$ cat src/rtl/display_scan_ctrl_if.sv
// Frame producer link into the display scanner: symbols plus blink mask.
// Latency: n/a (wires only).
// Backpressure: frame_ready low while the scanner already holds a pending frame.
//   master: frame_valid, frame_data[11:0], blink_mask[3:0] out; frame_ready in
//   slave : the mirror image
interface display_scan_ctrl_if;
  logic        frame_valid;
  logic [11:0] frame_data;
  logic [3:0]  blink_mask;
  logic        frame_ready;

  modport master (
    output frame_valid,
    output frame_data,
    output blink_mask,
    input  frame_ready
  );

  modport slave (
    input  frame_valid,
    input  frame_data,
    input  blink_mask,
    output frame_ready
  );
endinterface

$ cat src/rtl/display_scan_ctrl.sv
// 4-digit 7-segment scan controller with double-buffered, tear-free frame updates and per-digit blink.
// Latency: outputs registered, 1 cycle; an accepted frame is shown from the next frame boundary.
// Backpressure: frame_ready = pending buffer empty; it reopens the cycle after a commit.
//   clk, rst_n          : clock, async active-low reset
//   enable              : 1 scans, 0 blanks the display and freezes all counters
//   frm (slave)         : frame_valid/frame_ready handshake, frame_data, blink_mask
//   sel_num, sel_pos    : symbol (4 = blank) and digit index for the segment decoder
//   anode_n             : active-low digit enables
//   frame_start         : one-cycle pulse on the edge sel_pos wraps to 0
module display_scan_ctrl #(
  parameter int REFRESH_DIV  = 50000,
  parameter int BLINK_FRAMES = 64
) (
  input  logic                       clk,
  input  logic                       rst_n,
  input  logic                       enable,
  display_scan_ctrl_if.slave         frm,
  output logic [2:0]                 sel_num,
  output logic [1:0]                 sel_pos,
  output logic [3:0]                 anode_n,
  output logic                       frame_start
);

  localparam int PW = (REFRESH_DIV  > 1) ? $clog2(REFRESH_DIV)  : 1;
  localparam int BW = (BLINK_FRAMES > 1) ? $clog2(BLINK_FRAMES) : 1;
  localparam logic [PW-1:0] PRESC_LAST = PW'(REFRESH_DIV - 1);
  localparam logic [BW-1:0] BLINK_LAST = BW'(BLINK_FRAMES - 1);
  localparam logic [2:0]    SYM_BLANK  = 3'd4;

  typedef struct packed {
    logic [3:0]  mask;
    logic [11:0] syms;
  } frame_t;

  localparam frame_t FRAME_BLANK = '{mask: 4'b0000, syms: 12'b100_100_100_100};

  // Scan / blink state
  logic [PW-1:0] presc_q, presc_d;
  logic [1:0]    pos_q, pos_d;
  logic [BW-1:0] bcnt_q, bcnt_d;
  logic          phase_q, phase_d;

  // Double buffer
  frame_t        act_q, act_d;
  frame_t        pend_q, pend_d;
  logic          pend_full_q, pend_full_d;

  // Output registers
  logic [3:0]    anode_n_q, anode_n_d;
  logic [2:0]    sel_num_q, sel_num_d;
  logic [1:0]    sel_pos_q, sel_pos_d;
  logic          frame_start_q, frame_start_d;

  logic          tc;
  logic          boundary;
  logic          commit;
  logic          accept;

  function automatic logic [2:0] sym_at(input logic [11:0] syms, input logic [1:0] p);
    logic [2:0] s;
    case (p)
      2'd0:    s = syms[2:0];
      2'd1:    s = syms[5:3];
      2'd2:    s = syms[8:6];
      default: s = syms[11:9];
    endcase
    return s;
  endfunction

  always_comb begin
    presc_d       = presc_q;
    pos_d         = pos_q;
    bcnt_d        = bcnt_q;
    phase_d       = phase_q;
    act_d         = act_q;
    pend_d        = pend_q;
    pend_full_d   = pend_full_q;
    anode_n_d     = 4'b1111;
    sel_num_d     = SYM_BLANK;
    sel_pos_d     = pos_q;
    frame_start_d = 1'b0;

    tc       = enable && (presc_q == PRESC_LAST);
    boundary = tc && (pos_q == 2'd3);

    if (enable) begin
      if (tc) begin
        presc_d = '0;
        pos_d   = pos_q + 2'd1;
      end else begin
        presc_d = presc_q + PW'(1);
      end
      if (boundary) begin
        if (bcnt_q == BLINK_LAST) begin
          bcnt_d  = '0;
          phase_d = ~phase_q;
        end else begin
          bcnt_d  = bcnt_q + BW'(1);
        end
      end
    end

    // While dark there is no tearing to avoid, so a pending frame lands at once.
    commit = pend_full_q && (boundary || !enable);
    // Accept is gated on an empty buffer, so it can never collide with a commit.
    accept = frm.frame_valid && !pend_full_q;

    if (commit) begin
      act_d       = pend_q;
      pend_full_d = 1'b0;
    end
    if (accept) begin
      pend_d      = '{mask: frm.blink_mask, syms: frm.frame_data};
      pend_full_d = 1'b1;
    end

    // Outputs are built from next-state values so the boundary edge already
    // shows digit 0 of the freshly committed frame in the new blink phase.
    sel_pos_d = pos_d;
    if (enable) begin
      anode_n_d     = ~(4'b0001 << pos_d);
      sel_num_d     = (phase_d && act_d.mask[pos_d]) ? SYM_BLANK : sym_at(act_d.syms, pos_d);
      frame_start_d = boundary;
    end
  end

  always_ff @(posedge clk or negedge rst_n) begin
    if (!rst_n) begin
      presc_q       <= '0;
      pos_q         <= 2'd0;
      bcnt_q        <= '0;
      phase_q       <= 1'b0;
      act_q         <= FRAME_BLANK;
      pend_q        <= FRAME_BLANK;
      pend_full_q   <= 1'b0;
      anode_n_q     <= 4'b1111;
      sel_num_q     <= SYM_BLANK;
      sel_pos_q     <= 2'd0;
      frame_start_q <= 1'b0;
    end else begin
      presc_q       <= presc_d;
      pos_q         <= pos_d;
      bcnt_q        <= bcnt_d;
      phase_q       <= phase_d;
      act_q         <= act_d;
      pend_q        <= pend_d;
      pend_full_q   <= pend_full_d;
      anode_n_q     <= anode_n_d;
      sel_num_q     <= sel_num_d;
      sel_pos_q     <= sel_pos_d;
      frame_start_q <= frame_start_d;
    end
  end

  assign frm.frame_ready = !pend_full_q;
  assign anode_n         = anode_n_q;
  assign sel_num         = sel_num_q;
  assign sel_pos         = sel_pos_q;
  assign frame_start     = frame_start_q;

endmodule
$ cat src/flat_wrapper.sv
// flat-port wrapper written by rule: the top's interface ports become plain ports
module display_scan_ctrl_flat 
#(
  parameter int REFRESH_DIV  = 50000,
  parameter int BLINK_FRAMES = 64
)
  (clk, rst_n, enable, sel_num, sel_pos, anode_n, frame_start, frm_frame_valid, frm_frame_data, frm_blink_mask, frm_frame_ready);
  display_scan_ctrl_if frm_i ();
  input  logic clk;
  input  logic rst_n;
  input  logic enable;
  output logic [2:0] sel_num;
  output logic [1:0] sel_pos;
  output logic [3:0] anode_n;
  output logic frame_start;
  input wire logic [$bits(frm_i.frame_valid)-1:0] frm_frame_valid;
  input wire logic [$bits(frm_i.frame_data)-1:0] frm_frame_data;
  input wire logic [$bits(frm_i.blink_mask)-1:0] frm_blink_mask;
  output wire logic [$bits(frm_i.frame_ready)-1:0] frm_frame_ready;
  assign frm_i.frame_valid = frm_frame_valid;
  assign frm_i.frame_data = frm_frame_data;
  assign frm_i.blink_mask = frm_blink_mask;
  assign frm_frame_ready = frm_i.frame_ready;
  display_scan_ctrl #(.REFRESH_DIV(REFRESH_DIV), .BLINK_FRAMES(BLINK_FRAMES)) u_core (.clk(clk), .rst_n(rst_n), .enable(enable), .frm(frm_i), .sel_num(sel_num), .sel_pos(sel_pos), .anode_n(anode_n), .frame_start(frame_start));
endmodule
$ cat config.mk
export PLATFORM = sky130hd
export DESIGN_NAME = display_scan_ctrl_flat
export DESIGN_NICKNAME = d
export VERILOG_FILES = /design/src/rtl/display_scan_ctrl_if.sv /design/src/rtl/display_scan_ctrl.sv /design/src/flat_wrapper.sv
export SDC_FILE = /design/constraint.sdc
export NUM_CORES = 1
export LEC_CHECK = 0
export ABC_CLOCK_PERIOD_IN_PS = 3100
export CORE_ASPECT_RATIO = 0.75
export CORE_MARGIN = 1.5
export CORE_UTILIZATION = 51
export DETAILED_ROUTE_END_ITERATION = 16
export PLACE_DENSITY = 0.76
export SKIP_CTS_REPAIR_TIMING = 1
export SYNTH_ARGS = -nofsm -noshare
export SYNTH_HDL_FRONTEND = slang
export SYNTH_SLANG_ARGS = --single-unit
$ cat constraint.sdc
create_clock -name clk -period 3.1 [get_ports clk]
set_input_delay 0.465 -clock clk [delete_from_list [all_inputs] [get_ports clk]]
set_output_delay 0.465 -clock clk [all_outputs]
set_load 0.01 [all_outputs]
# --- Word-level counts from Yosys, hierarchy flattened ---
# Cells that the tools add are included.
classes:
  addsub: 3
  order_cmp: 1
  eq_ne: 5
  shift: 1
  mux: 17
  bitwise: 2
  reduce_logical: 11
ops:
  columns: ["op", "n"]
  rows:
  - ["2-to-1 mux 16 bit", 2]
  - ["adder 16 x 1 -> 16 bit (second input constant)", 1]
  - ["== test 16 bit (second input constant)", 1]
  - ["case mux 3 bit (3 select lines)", 1]
  - ["2-to-1 mux 1 bit", 7]
  - ["adder 6 x 1 -> 6 bit (second input constant)", 1]
  - ["== test 6 bit (second input constant)", 1]
  - ["2-to-1 mux 3 bit", 2]
  - ["2-to-1 mux 6 bit", 1]
  - ["logical AND 1 bit", 5]
  - ["== test 2 bit (second input constant)", 2]
  - ["2-to-1 mux 2 bit", 2]
  - ["2-to-1 mux 4 bit", 1]
  - ["inverter 4 bit", 1]
  - ["<< shifter 1 x 2 -> 4 bit (first input constant)", 1]
  - ["less-than comparator 2 x 3 -> 1 bit (second input constant)", 1]
  - ["adder 2 x 1 -> 2 bit (second input constant)", 1]
  - ["binary-select mux 1 bit (select 2 bit)", 1]
  - ["== test 2 x 1 -> 1 bit (second input constant)", 1]
  - ["zero test 1 bit", 2]
  - ["zero test 2 bit", 1]
  - ["AND reduction 2 bit", 1]
  - ["nonzero test 2 bit", 1]
  - ["logical OR 1 bit", 1]
  - ["inverter 1 bit", 1]
word_totals:
  ff_bits: 66
  inputBits: 20
  output_inout_bits: 11
  wordCells: 52

# --- Longest topological paths before layout ---
# Gate-level depths: netlist of the first run.
logic_depth:
  ltp_word: 11
  depth_mapped: 11
  depth_no_buf: 9

# --- Worst setup path before layout of the first run ---
# No wires, ideal clock.
synth_timing:
  path_kind: "register -> register"
  start: "register u_core.presc_q[5]"
  end: "register u_core.sel_num_q[1] (netlist: u_core.sel_num[1])"
  setup_time_ns: 0.107
  arrival_time_ns: 3.271
  t_required_ns: 2.993
  slack_ns: -0.278
  stages_incl_launch_ff: 9
  n_path_buf: 1
  synth_period_minus_slack_ns: 3.378
  cell_sequence: "dfrtp_1 -> or4b_4 -> or4_1 -> buf_2 -> a21oi_2 -> mux4_2 -> o211a_1 -> a22o_2 -> a2111oi_4"
synth_via:
  elab_chain_cells: 11
  word_cells_on_any_way: 19
  classes_between: "eq/ne: 3; mux: 10; reduce/logical: 6"
synth_rtl:
  columns: ["element", "line", "rtl"]
  rows:
  - ["start, declared", "display_scan_ctrl.sv:38", "logic [PW-1:0] presc_q, presc_d;"]
  - ["start signal, assigned", "display_scan_ctrl.sv:141", "presc_q <= presc_d;"]
  - ["== test 16 bit (*)", "display_scan_ctrl.sv:83", "tc = enable && (presc_q == PRESC_LAST);"]
  - ["logical AND 1 bit (*)", "display_scan_ctrl.sv:83", null]
  - ["logical AND 1 bit", "display_scan_ctrl.sv:84", "boundary = tc && (pos_q == 2'd3);"]
  - ["logical OR 1 bit", "display_scan_ctrl.sv:104", "commit = pend_full_q && (boundary || !enable);"]
  - ["logical AND 1 bit", "display_scan_ctrl.sv:104", null]
  - ["2-to-1 mux 16 bit", "display_scan_ctrl.sv:108", "if (commit) begin"]
  - ["binary-select mux 1 bit (select 2 bit)", "display_scan_ctrl.sv:122", "sel_num_d = (phase_d && act_d.mask[pos_d]) ? SYM_BLANK : sym_at(act_d.syms, pos_d);"]
  - ["2-to-1 mux 1 bit (not written as such)", "display_scan_ctrl.sv:122", null]
  - ["logical AND 1 bit", "display_scan_ctrl.sv:122", null]
  - ["2-to-1 mux 3 bit (*)", "display_scan_ctrl.sv:122", null]
  - ["2-to-1 mux 3 bit (*)", "display_scan_ctrl.sv:120", "if (enable) begin"]
  - ["via u_core.sel_num_d[1]", "display_scan_ctrl.sv:50", "logic [2:0] sel_num_q, sel_num_d;"]
  - ["end signal, assigned", "display_scan_ctrl.sv:149", "sel_num_q <= sel_num_d;"]
  - ["end, declared", "display_scan_ctrl.sv:50", null]
# Mark *: on every way through the listed nets, which the timed path passes. The rest lies on a longest branch. The select of a mux whose other input is x is not followed.
# A chain may end at the register's enable or synchronous reset.

# --- Worst setup path in the final report of the first run ---
layout_timing:
  start: "register u_core.presc_q[12]"
  end: "register u_core.sel_num_q[0] (netlist: u_core.sel_num[0])"
# The elaborated chain is that of the path after synthesis.

==> summary.md, run 1 <==
| Metric | Value |
|---|---|
| Dominant synthesized flop cell | `dfrtp_1` |
| Initial antenna violation count | `0` |
| GPL Wtd Cong | `0.863` |
| Synthesized netlist cell count | `261` |
| Slew Viols, Final | `0` |
| Clock-pin slew on the worst setup and hold paths | `70 ps` |
| Worst slew pin tran | `between 800 and 900 ps` |
| Fin crit share | `98.9%` |
| Maximum vdd drop | `469 uV` |
| Chip Width | `91.9 um` |
| Max Root-Sink Buffers | `2` |
| Diodes inserted | `0` |
| I/O pin count | `31` |
| Setup TNS | `0 ps` |
| RSZ-0062 raised after global routing | `true` |
| Overflow after GRT | `0` |
| DRC | `0` |
| Vias per std cell | `roughly 5.4` |
| Worst Path Class, Setup | `register to register` |
| Max-slew headroom | `45.7%` |
| Gr usage total | `21.4%` |
| PortBufs | `30` |
| DRT antenna net count | `0` |
| PD cells | `626 nW/um^2` |
| CTS tree | `built` |
| P_leak | `~1.6 nW` |
| Yosys reg bits | `66` |
| EDFF count, synth | `0` |
| DP HPWL | `4300 um` |
| Die ar. | `6410 sq um` |
| Pin count of the biggest net entering global routing | `between 60 and 70` |
| Mean routed wirelength per cell | `15.7 um` |
| CP endpoint kind | `register` |
| H-tree Lvls | `3` |
| Number of iterations in the first detailed-routing pass | `4` |
| Synth cell types | `48` |
| CORE AREA | `5770 sq um` |
| Status | `complete, no violations` |
| Sink Count | `66` |
| Yosys Warn Count | `0` |
| Share of layout cells above drive strength 1 | `27.8%` |
| Max_cap viols | `0` |
| Fillers | `467` |
| Nature of the critical path startpoint | `register` |
| Mapped Nets | `284` |
| Maximum clock rate | `approximately 0.33 GHz` |
| First-pass GRT wire length | `10400 um` |
| WP data required | `3340 ps` |
| Average size of a mapped cell | `11.6 sq um` |
| Die H | `roughly 70 um` |
| Worst hold slack | `289 ps` |
| Area Overhead vs Synth | `24.0%` |
| Seq/Total Area, Yosys | `55.2%` |
| Final WL | `between 6000 and 7000 um` |
| Num CTS Buffers | `9` |
| Final Hold Fails | `0` |
| Period minus WS final | `3070 ps` |
| Worst-case clock skew | `between 7 and 8 ps` |
| Vias in the first global route | `2053` |
| Final setup fails | `0` |
| Initial Utilization | `52.5%` |
| Worst Hold Class | `primary input to async pin` |
| Clk Latency, worst-skew pair | `350 ps` |
| Netlist Area Pre-Place | `just over 3000 sq um` |
| Initial drt markers | `148` |
| CP arrival | `between 3000 and 4000 ps` |
| Asr flop ratio synth | `100%` |
| Critical-path maximum fanout | `6` |
| CTS Root Cell | `clkbuf_8` |
| Nets@finish | `334` |
| Vias | `2139` |
| Num rows | `24` |
-- worst max-delay path: stages (launching register included) --
cell and delay, ps:
dfrtp_1 400, or4b_4 530, or4_4 590, a21oi_4 210, mux4_2 530, o211a_1 240
a22o_4 270, a2111oi_4 180
-- layout make-up --
| class | count | area, sq um | area share [%] |
|---|---|---|---|
| clock inverters | 6 | 66.3 | 1.77 |
| repair buffers | 49 | 438 | 11.7 |
| multi-input cells | 177 | 1310 | 35.0 |
| clock buffers | 10 | 138 | 3.67 |
| inverters | 8 | 30.0 | 0.801 |
| well taps | 78 | 97.6 | 2.60 |
| flip-flops and latches | 66 | 1670 | 44.5 |
-- logic make-up after synthesis --
family	Yosys count	synth area share, %
adders and majority gates	3	1.24
xor gates and xnor gates	19	5.50
buffers and inverters	18	2.81
AOI/OAI and AO/OA	30	7.86
DFF	66	55.2
muxes	29	11.0
and+or+nand+nor	96	16.4
-- placed cells by master (no fill, tap or decap), types with 3 or more instances in the layout --
cell and n:
a21o_1 3, xor2_1 8, clkdlybuf4s50_1 29, clkinvlp_4 3, inv_1 7, xnor2_1 11, mux2_2 25, nand2b_1 3
nand2_1 26, ha_1 3, nor2b_1 4, and3_1 3, nand3_1 10, dfstp_2 13, buf_4 19, mux2i_1 3
clkbuf_8 10, nor3_1 9, dfrtp_1 53, nor2_1 17, nand4_1 10, o21ai_0 10
-- metrics by stage --
step                      total power, W  std cells  setup slack (ps)  cell area [sq um]  utilization [%]
after floorplan                  0.00146        261             -8.37               3070                -
after global placement           0.00160        372              78.4               3490             60.6
after detailed placement         0.00163        372              21.4               3490             60.6
after CTS                        0.00236        388             -7.46               3700             64.1
after global routing             0.00246        394             -48.0               3750             65.0
final                            0.00235        394              34.7               3750             65.0
-- synth_stat cells (2+ instances only) --
master | count | area [sq um]
o21ai_0 | 10 | 50.1
nor2_1 | 17 | 63.8
nor3_1 | 9 | 45.0
a31oi_1 | 2 | 12.5
or2_2 | 2 | 12.5
nand3_1 | 10 | 50.1
nor4_1 | 2 | 12.5
nand2b_1 | 3 | 18.8
mux2_2 | 25 | 282
a21oi_1 | 2 | 10.0
dfstp_2 | 13 | 342
xor2_1 | 8 | 70.1
o21a_1 | 2 | 15.0
inv_1 | 7 | 26.3
a2111oi_2 | 2 | 30.0
a211oi_1 | 2 | 15.0
mux2i_1 | 3 | 30.0
a21o_1 | 3 | 22.5
and3_1 | 3 | 18.8
nor2b_1 | 4 | 25.0
nand2_1 | 26 | 97.6
buf_6 | 2 | 22.5
xnor2_1 | 11 | 96.3
nand4b_1 | 2 | 17.5
nand4_1 | 10 | 62.6
ha_1 | 3 | 37.5
dfrtp_1 | 53 | 1330
clkbuf_1 | 5 | 18.8
-- sequential cells by signal, summed over array words and instances, names as in the netlist --
name                count
u_core.bcnt_q           6
u_core.pend_q          16
u_core.pos_q            2
u_core.phase_q          1
u_core.presc_q         16
u_core.act_q           16
u_core.pend_full_q      1
u_core.frame_start      1
u_core.anode_n          4
u_core.sel_num          3
-- path summary, 6_finish.rpt --
kind / startpoint / slack [ps] / depth (start not counted) / to
min in group clk: u_core.act_q[7]$_DFF_PN0_ / 500 / 1 / u_core.act_q[7]$_DFF_PN0_
max in group asynchronous: rst_n / 2280 / 2 / u_core.phase_q$_DFF_PN0_
max reg2reg: u_core.presc_q[12]$_DFFE_PN0P_ / 30 / 7 / u_core.sel_num[0]$_DFF_PN0_
min reg2reg: u_core.act_q[7]$_DFF_PN0_ / 500 / 1 / u_core.act_q[7]$_DFF_PN0_
max: u_core.presc_q[12]$_DFFE_PN0P_ / 30 / 7 / u_core.sel_num[0]$_DFF_PN0_
min: rst_n / 290 / 2 / u_core.bcnt_q[3]$_DFFE_PN0P_
-- per-layer routing --
metal	wire, um	up-vias	global-route usage (%)
li1	-	1023	-
met1	3030	1052	31.0
met2	2750	56	30.6
met3	343	8	5.04
met4	76	0	9.23
met5	0	-	0
-- report_power, final --
| part | total, W | internal, W | switching (W) | leakage, nW |
|---|---|---|---|---|
| sequential | 0.00119 | 0.00107 | 0.000124 | 0.803 |
| clock | 0.000729 | 0.000392 | 0.000336 | 0.0945 |
| combinational | 0.000427 | 0.000232 | 0.000196 | 0.693 |
| total | 0.00235 | 0.00169 | 0.000656 | 1.59 |
Note: power is estimated with default switching activity, not from simulation.
==> run 2, diff against run 1 <==
Settings changed: ABC_CLOCK_PERIOD_IN_PS 3100 to 2900, CORE_UTILIZATION 51 to 56, PLACE_DENSITY 0.76 to 0.79.
Clock period 3.1 ns to 2.9 ns, I/O delays scaled along.
==> summary.md, run 2 (synthesized netlist as in run 1, its figures left out) <==
| Metric | Value |
|---|---|
| Status | `finished, violations left` |
| Failing checks | `negative setup slack` |
| Finished Layout Cells | `400 (+1.5%)` |
| H-tree Lvls | `3 (unchanged)` |
| Combinational power share | `20.5% (+2.3 points)` |
| First-pass GRT wire length | `10600 um (+2.3%)` |
| Vias per std cell | `5.63 (+3.7%)` |
| RSZ-0062 raised after global routing | `true` |
| CTS Root Cell | `clkbuf_8` |
| Die ar. | `5850 sq um (-8.6%)` |
| Commonest non-fill, non-tap cell in the layout | `dfrtp_1` |
| CTS tree | `built` |
| Final Hold Fails | `0 (unchanged)` |
| Worst slew pin tran | `791 ps (-23.5 ps)` |
| Number of iterations in the first detailed-routing pass | `4 (unchanged)` |
| Metal1 wirelength | `2810 um (-7.4%)` |
| Most frequent cells in the layout | `dfrtp_1 (53), buf_4 (31), clkdlybuf4s50_1 (29)` |
| Diodes inserted | `0 (unchanged)` |
| Max Root-Sink Buffers | `2 (unchanged)` |
| Gr usage total | `25.0% (+3.7 points)` |
| Max-slew headroom | `47.3% (+1.6 points)` |
| Period minus WS final | `3030 ps (-39.3 ps)` |
| Switching share of power | `26.8% (-1.2 points)` |
| Share of layout cells above drive strength 1 | `29.3% (+1.4 points)` |
| Initial drt markers | `97 (-34%)` |
| Vias | `2253 (+5.3%)` |
| Metal3 WL | `343 um (unchanged)` |
| R2R depth | `7 (unchanged)` |
| Fillers | `358 (-23%)` |
| Nature of the critical path startpoint | `register` |
| Vias in the first global route | `2285 (+11%)` |
| Psw | `0.000665 W (+1.4%)` |
| Sink Count | `66 (unchanged)` |
| Critical-path maximum fanout | `6 (unchanged)` |
| Final setup fails | `3 (+3)` |
| Worst-case clock skew | `9.33 ps (+2.27 ps)` |
| Nets@finish | `346 (+3.6%)` |
| P_leak | `1.64 nW (+3.3%)` |
| Dpl cells | `382 (+2.7%)` |
| Slew Viols, Final | `0 (unchanged)` |
| Met2 wire length | `2950 um (+7.6%)` |
| CP arrival | `3260 ps (-50 ps)` |
| Chip Width | `87.9 um (-4.4%)` |
| Pin count of the biggest net entering global routing | `38 (-43%)` |
| GPL Wtd Cong | `0.915 (+6.0%)` |
| Reg2reg setup slack | `-130 ps (-160 ps)` |
| DRT antenna net count | `0 (unchanged)` |
| Top flop regs | `u_core.act_q: 16 flops, u_core.pend_q: 16 flops, u_core.presc_q: 16 flops` |
| CORE AREA | `5040 sq um (-13%)` |
| CP endpoint kind | `register` |
| Clock-pin slew on the worst setup and hold paths | `70 ps (about the same)` |
| Post-route setup slack | `-126 ps (-161 ps)` |
| Overflow after GRT | `0 (unchanged)` |
| Clock share of power | `29.0% (-2.0 points)` |
| Mean routed wirelength per cell | `15.6 um (-0.96%)` |
| Reg power frac | `50.5% (-0.3 points)` |
| PD cells | `654 nW/um^2 (+4.4%)` |
| Critical R2R Capture | `u_core.sel_num[1]$_DFF_PN0_` |
| Maximum vdd drop | `431 uV (-8.1%)` |
| Num rows | `22 (-8.3%)` |
| Worst Hold Class | `primary input to async pin` |
| Initial Utilization | `60.0% (+7.6 points)` |
| Maximum clock rate | `0.330 GHz (+1.3%)` |
| Dpl ws | `-145 ps (-166 ps)` |
| Clk Latency, worst-skew pair | `340 ps (about the same)` |
| Final total power | `0.00249 W (+5.9%)` |
| Worst hold slack | `170 ps (-119 ps)` |
| Worst setup path startpoint | `u_core.presc_q[12]$_DFFE_PN0P_` |
| Die H | `66.6 um (-4.4%)` |
| I/O pin count | `31 (unchanged)` |
| Setup TNS | `-336 ps (-336 ps)` |
| Int Pwr | `0.00182 W (+7.6%)` |
| Initial antenna violation count | `0 (unchanged)` |
| WP data required | `3140 ps (-200 ps)` |
| Origin of the critical flop-to-flop path | `u_core.presc_q[12]$_DFFE_PN0P_` |
| Area Overhead vs Synth | `25.7%` |
| PortBufs | `30 (unchanged)` |
| Final WL | `6230 um (+0.55%)` |
| Num CTS Buffers | `9 (unchanged)` |
| Worst Path Class, Setup | `register to register` |
| Top layer in use | `met4` |
| DP HPWL | `4530 um (+5.4%)` |
| Fin crit share | `104% (+5.5 points)` |
| DRC | `0 (unchanged)` |
| CP endpoint | `u_core.sel_num[1]$_DFF_PN0_` |
| Max_cap viols | `0 (unchanged)` |
## run 2: changes by cell type in the layout (fill, tap and decap cells not counted)
cell,delta
buf_4,+12
clkbuf_1,+4
clkinvlp_4,-3
a21o_1,-1
a21o_2,+1
a221oi_1,+1
a221oi_2,-1
clkbuf_8,-1
clkinv_2,+1
clkinv_4,-1
## run 2: per-stage QoR
stage,util [%],instance area (sq um)
4_1_cts,75.2,3790
3_3_place_gp,71.6,3610
5_1_grt,75.5,3800
6_report,75.5,3800
3_5_place_dp,71.6,3610
2_1_floorplan,-,3070
## run 2: how the worst min path moves through the flow
stage                               from                      endpoint  slack, ps
6_report                           rst_n  u_core.bcnt_q[3]$_DFFE_PN0P_        170
5_1_grt                            rst_n  u_core.bcnt_q[5]$_DFFE_PN0P_        230
4_1_cts                            rst_n  u_core.bcnt_q[3]$_DFFE_PN0P_        190
3_5_place_dp   u_core.act_q[4]$_DFF_PN0_     u_core.act_q[4]$_DFF_PN0_        480
3_3_place_gp   u_core.act_q[4]$_DFF_PN0_     u_core.act_q[4]$_DFF_PN0_        470
2_1_floorplan                      rst_n     u_core.act_q[0]$_DFF_PN0_        140
## run 2: critical path, cell delays in order, from the launching register on
cell	delay (ps)
dfrtp_1	380
or4b_4	550
or4_4	550
a21oi_4	220
mux4_2	520
o211a_1	250
a22o_4	280
a2111oi_4	180
## run 2: cell type report
class	count	area (sq um)	share of cell area, %
repair buffers	61	528	13.9
clock buffers	13	139	3.65
multi-input cells	177	1310	34.4
inverters	8	30.0	0.790
clock inverters	3	40.0	1.05
well taps	72	90.1	2.37
flip-flops and latches	66	1670	43.9
## run 2: power by group through the flow
stage | Clock (W) | Sequential [W] | Combinational (W)
after floorplan | 0 | 0.00125 | 0.000317
after global placement | 0 | 0.00126 | 0.000485
after detailed placement | 0 | 0.00127 | 0.000505
after CTS | 0.000732 | 0.00126 | 0.000509
after global routing | 0.000778 | 0.00128 | 0.000558
final | 0.000721 | 0.00126 | 0.000509
## run 2: layer usage
metal | track usage (%) | vias up
li1 | - | 1046
met5 | 0 | -
met3 | 7.19 | 15
met2 | 40.3 | 68
met4 | 9.92 | 0
met1 | 31.9 | 1124
==> RTL edit (config.mk and constraints of run 1) <==
`REFRESH_DIV` is set to 50000 in 2 places; all go to 100000.
--- a/src/rtl/display_scan_ctrl.sv
+++ b/src/rtl/display_scan_ctrl.sv
@@ -8,7 +8,7 @@
 //   anode_n             : active-low digit enables
 //   frame_start         : one-cycle pulse on the edge sel_pos wraps to 0
 module display_scan_ctrl #(
-  parameter int REFRESH_DIV  = 50000,
+  parameter int REFRESH_DIV  = 100000,
   parameter int BLINK_FRAMES = 64
 ) (
   input  logic                       clk,
--- a/src/flat_wrapper.sv
+++ b/src/flat_wrapper.sv
@@ -1,7 +1,7 @@
 // flat-port wrapper written by rule: the top's interface ports become plain ports
 module display_scan_ctrl_flat 
 #(
-  parameter int REFRESH_DIV  = 50000,
+  parameter int REFRESH_DIV  = 100000,
   parameter int BLINK_FRAMES = 64
 )
   (clk, rst_n, enable, sel_num, sel_pos, anode_n, frame_start, frm_frame_valid, frm_frame_data, frm_blink_mask, frm_frame_ready);
Behaviour: no difference found for any inputs over 10 cycles, from zero or initial values and one cycle with rst_n low; that may be too few to reach the edited logic, so the function may still have changed.
==> RTL edit against run 1 <==
Synthesized area grew 4.2%. Worst setup slack gained 0.36 ns. Routed wire length grew 2.0%. Via count grew 3.4%. Total power grew 1.5%. Sequential cell count grew 1. Cell area grew 1.5%. Non-clock buffer count shrank 7. Core utilization shrank 0.37 points. Largest cell class unchanged. Largest power group unchanged.
==> RTL edit: results (changes against run 1) <==
status=complete, no violations; Worst Path Arrival=2.93 ns (-0.38 ns); Leading power group=registers; CP max FO=9 (+3); Fillers=483 (+3.4%); gpl congestion=0.938 (+8.7%); worst hold path stage count=1; Syn Nets=296 (+4.2%); worst hold-check path type=reg2reg; Nets=340 (+1.8%); Power Sequential=1.18 mW; Bufs on Longest Clock Path=2 (unchanged); number of global-route vias before repair=2,199 (+7.1%); CP max stage delay=0.61 ns (+0.02 ns); R2R setup slack=0.39 ns (+0.36 ns); RR Startpoint=u_core.presc_q[6]$_DFFE_PN0P_; r2r endpoint=u_core.sel_num[1]$_DFF_PN0_; Slew HR=0.606 (+0.149); count of different cell masters after synthesis=51 (+6.3%); leakage=1.64 nW (+3.1%); GR Util All Layers=0.215 (+0.00170); peak supply drop=0.000447 V (-4.8%); hold path start=u_core.presc_q[4]$_DFFE_PN0P_; Non-clock buffer share=0.102 (-0.0149); Max stage delay cell, worst path=clkdlybuf4s50_1; DR pass1 iterations=4 (unchanged); First DRT Iteration DRCs=110 (-26%); Ant. Diodes=0 (unchanged); PortBufs=30 (unchanged); vias per cell=5.53 (+1.9%); fraction of layout cells with a size suffix above 1=0.239 (-0.0394); Async SR Flop Fraction=1.00 (unchanged); largest net degree at the start of global routing=37 (-45%); Multi-input gate area=0.00136 sq mm (+3.7%); Multi-In Gates=184 (+4.0%); Routed WL=6320 um (+2.0%); hold path endpoint=u_core.presc_q[4]$_DFFE_PN0P_; Area contributors post-synth=dfrtp_1 (43%), dfstp_2 (11%), mux2_2 (9.3%); post-DP HPWL=4590 um (+6.6%); CLK BUF=10 (unchanged); global-route wire length before repair=10,700 um (+2.7%); final hold violations=0 (unchanged); clock share of power=0.331 (+0.021); Worst R2R Path Depth=7 (unchanged); fraction of area in registers=0.445 (about the same); ClkCell Share=0.0572 (+0.00281); crit-path leading delay family=simple AND/OR/NAND/NOR gates; Non-clock buffers=42 (-14%); Post-synth top cells=dfrtp_1 (54), mux2_2 (26), nor2_1 (23), nand2_1 (19); sequential element share of the synthesized area=0.537 (-0.0144); Max Clock Skew=0.00888 ns (+0.00181 ns); biggest regs=u_core.presc_q (17), u_core.act_q (16), u_core.pend_q (16); Reg clk slew, reported paths=0.07 ns (about the same); yosys warns=0 (unchanged); Root Buffer=clkbuf_8; clock sink count=67 (+1.5%); Non-CTS inverters=13 (+5); internal power=1.76 mW (+4.1%); NetSw=621 uW (-5.3%)
==> RTL edit: metal layers <==
layer	global-route usage	part of all wire	vias to the layer above
met3	0.0645	0.049	12
met5	0	0	-
met4	0.0929	0.015	0
met1	0.304	0.50	1090
li1	-	-	1060
met2	0.308	0.44	50
==> RTL edit: through the flow <==
| step | hold slack [ns] | std cells | setup WS (ns) | cell area, sq um | util |
|---|---|---|---|---|---|
| after floorplan | 0.169 | 273 | 0.660 | 3150 | - |
| after global placement | 0.360 | 383 | 0.202 | 3580 | 0.608 |
| after detailed placement | 0.354 | 383 | 0.0760 | 3580 | 0.608 |
| after CTS | -0.0328 | 399 | 0.424 | 3800 | 0.645 |
| after global routing | 0.496 | 400 | 0.236 | 3810 | 0.647 |
| final | 0.469 | 400 | 0.394 | 3810 | 0.647 |
==> RTL edit: worst max path at each step <==
stage                                   from  cells past startpoint                     endpoint  slack (ns)
2_1_floorplan      u_core.pos_q[0]$_DFF_PN0_                      9  u_core.sel_num[0]$_DFF_PN0_        0.66
3_3_place_gp                          enable                      8  u_core.sel_num[0]$_DFF_PN0_        0.20
3_5_place_dp                          enable                      8  u_core.sel_num[1]$_DFF_PN0_        0.08
4_1_cts        u_core.presc_q[6]$_DFFE_PN0P_                      7  u_core.sel_num[1]$_DFF_PN0_        0.42
5_1_grt        u_core.presc_q[6]$_DFFE_PN0P_                      7  u_core.sel_num[1]$_DFF_PN0_        0.24
6_report                              enable                      8  u_core.sel_num[1]$_DFF_PN0_        0.39
==> RTL edit: kinds of logic after synthesis <==
family / synth area share
xor gates and xnor gates: 0.0500
buffers and inverters: 0.0310
adders and majority gates: 0.0119
and+or+nand+nor: 0.164
DFF: 0.537
muxes: 0.120
AOI/OAI and AO/OA: 0.0858
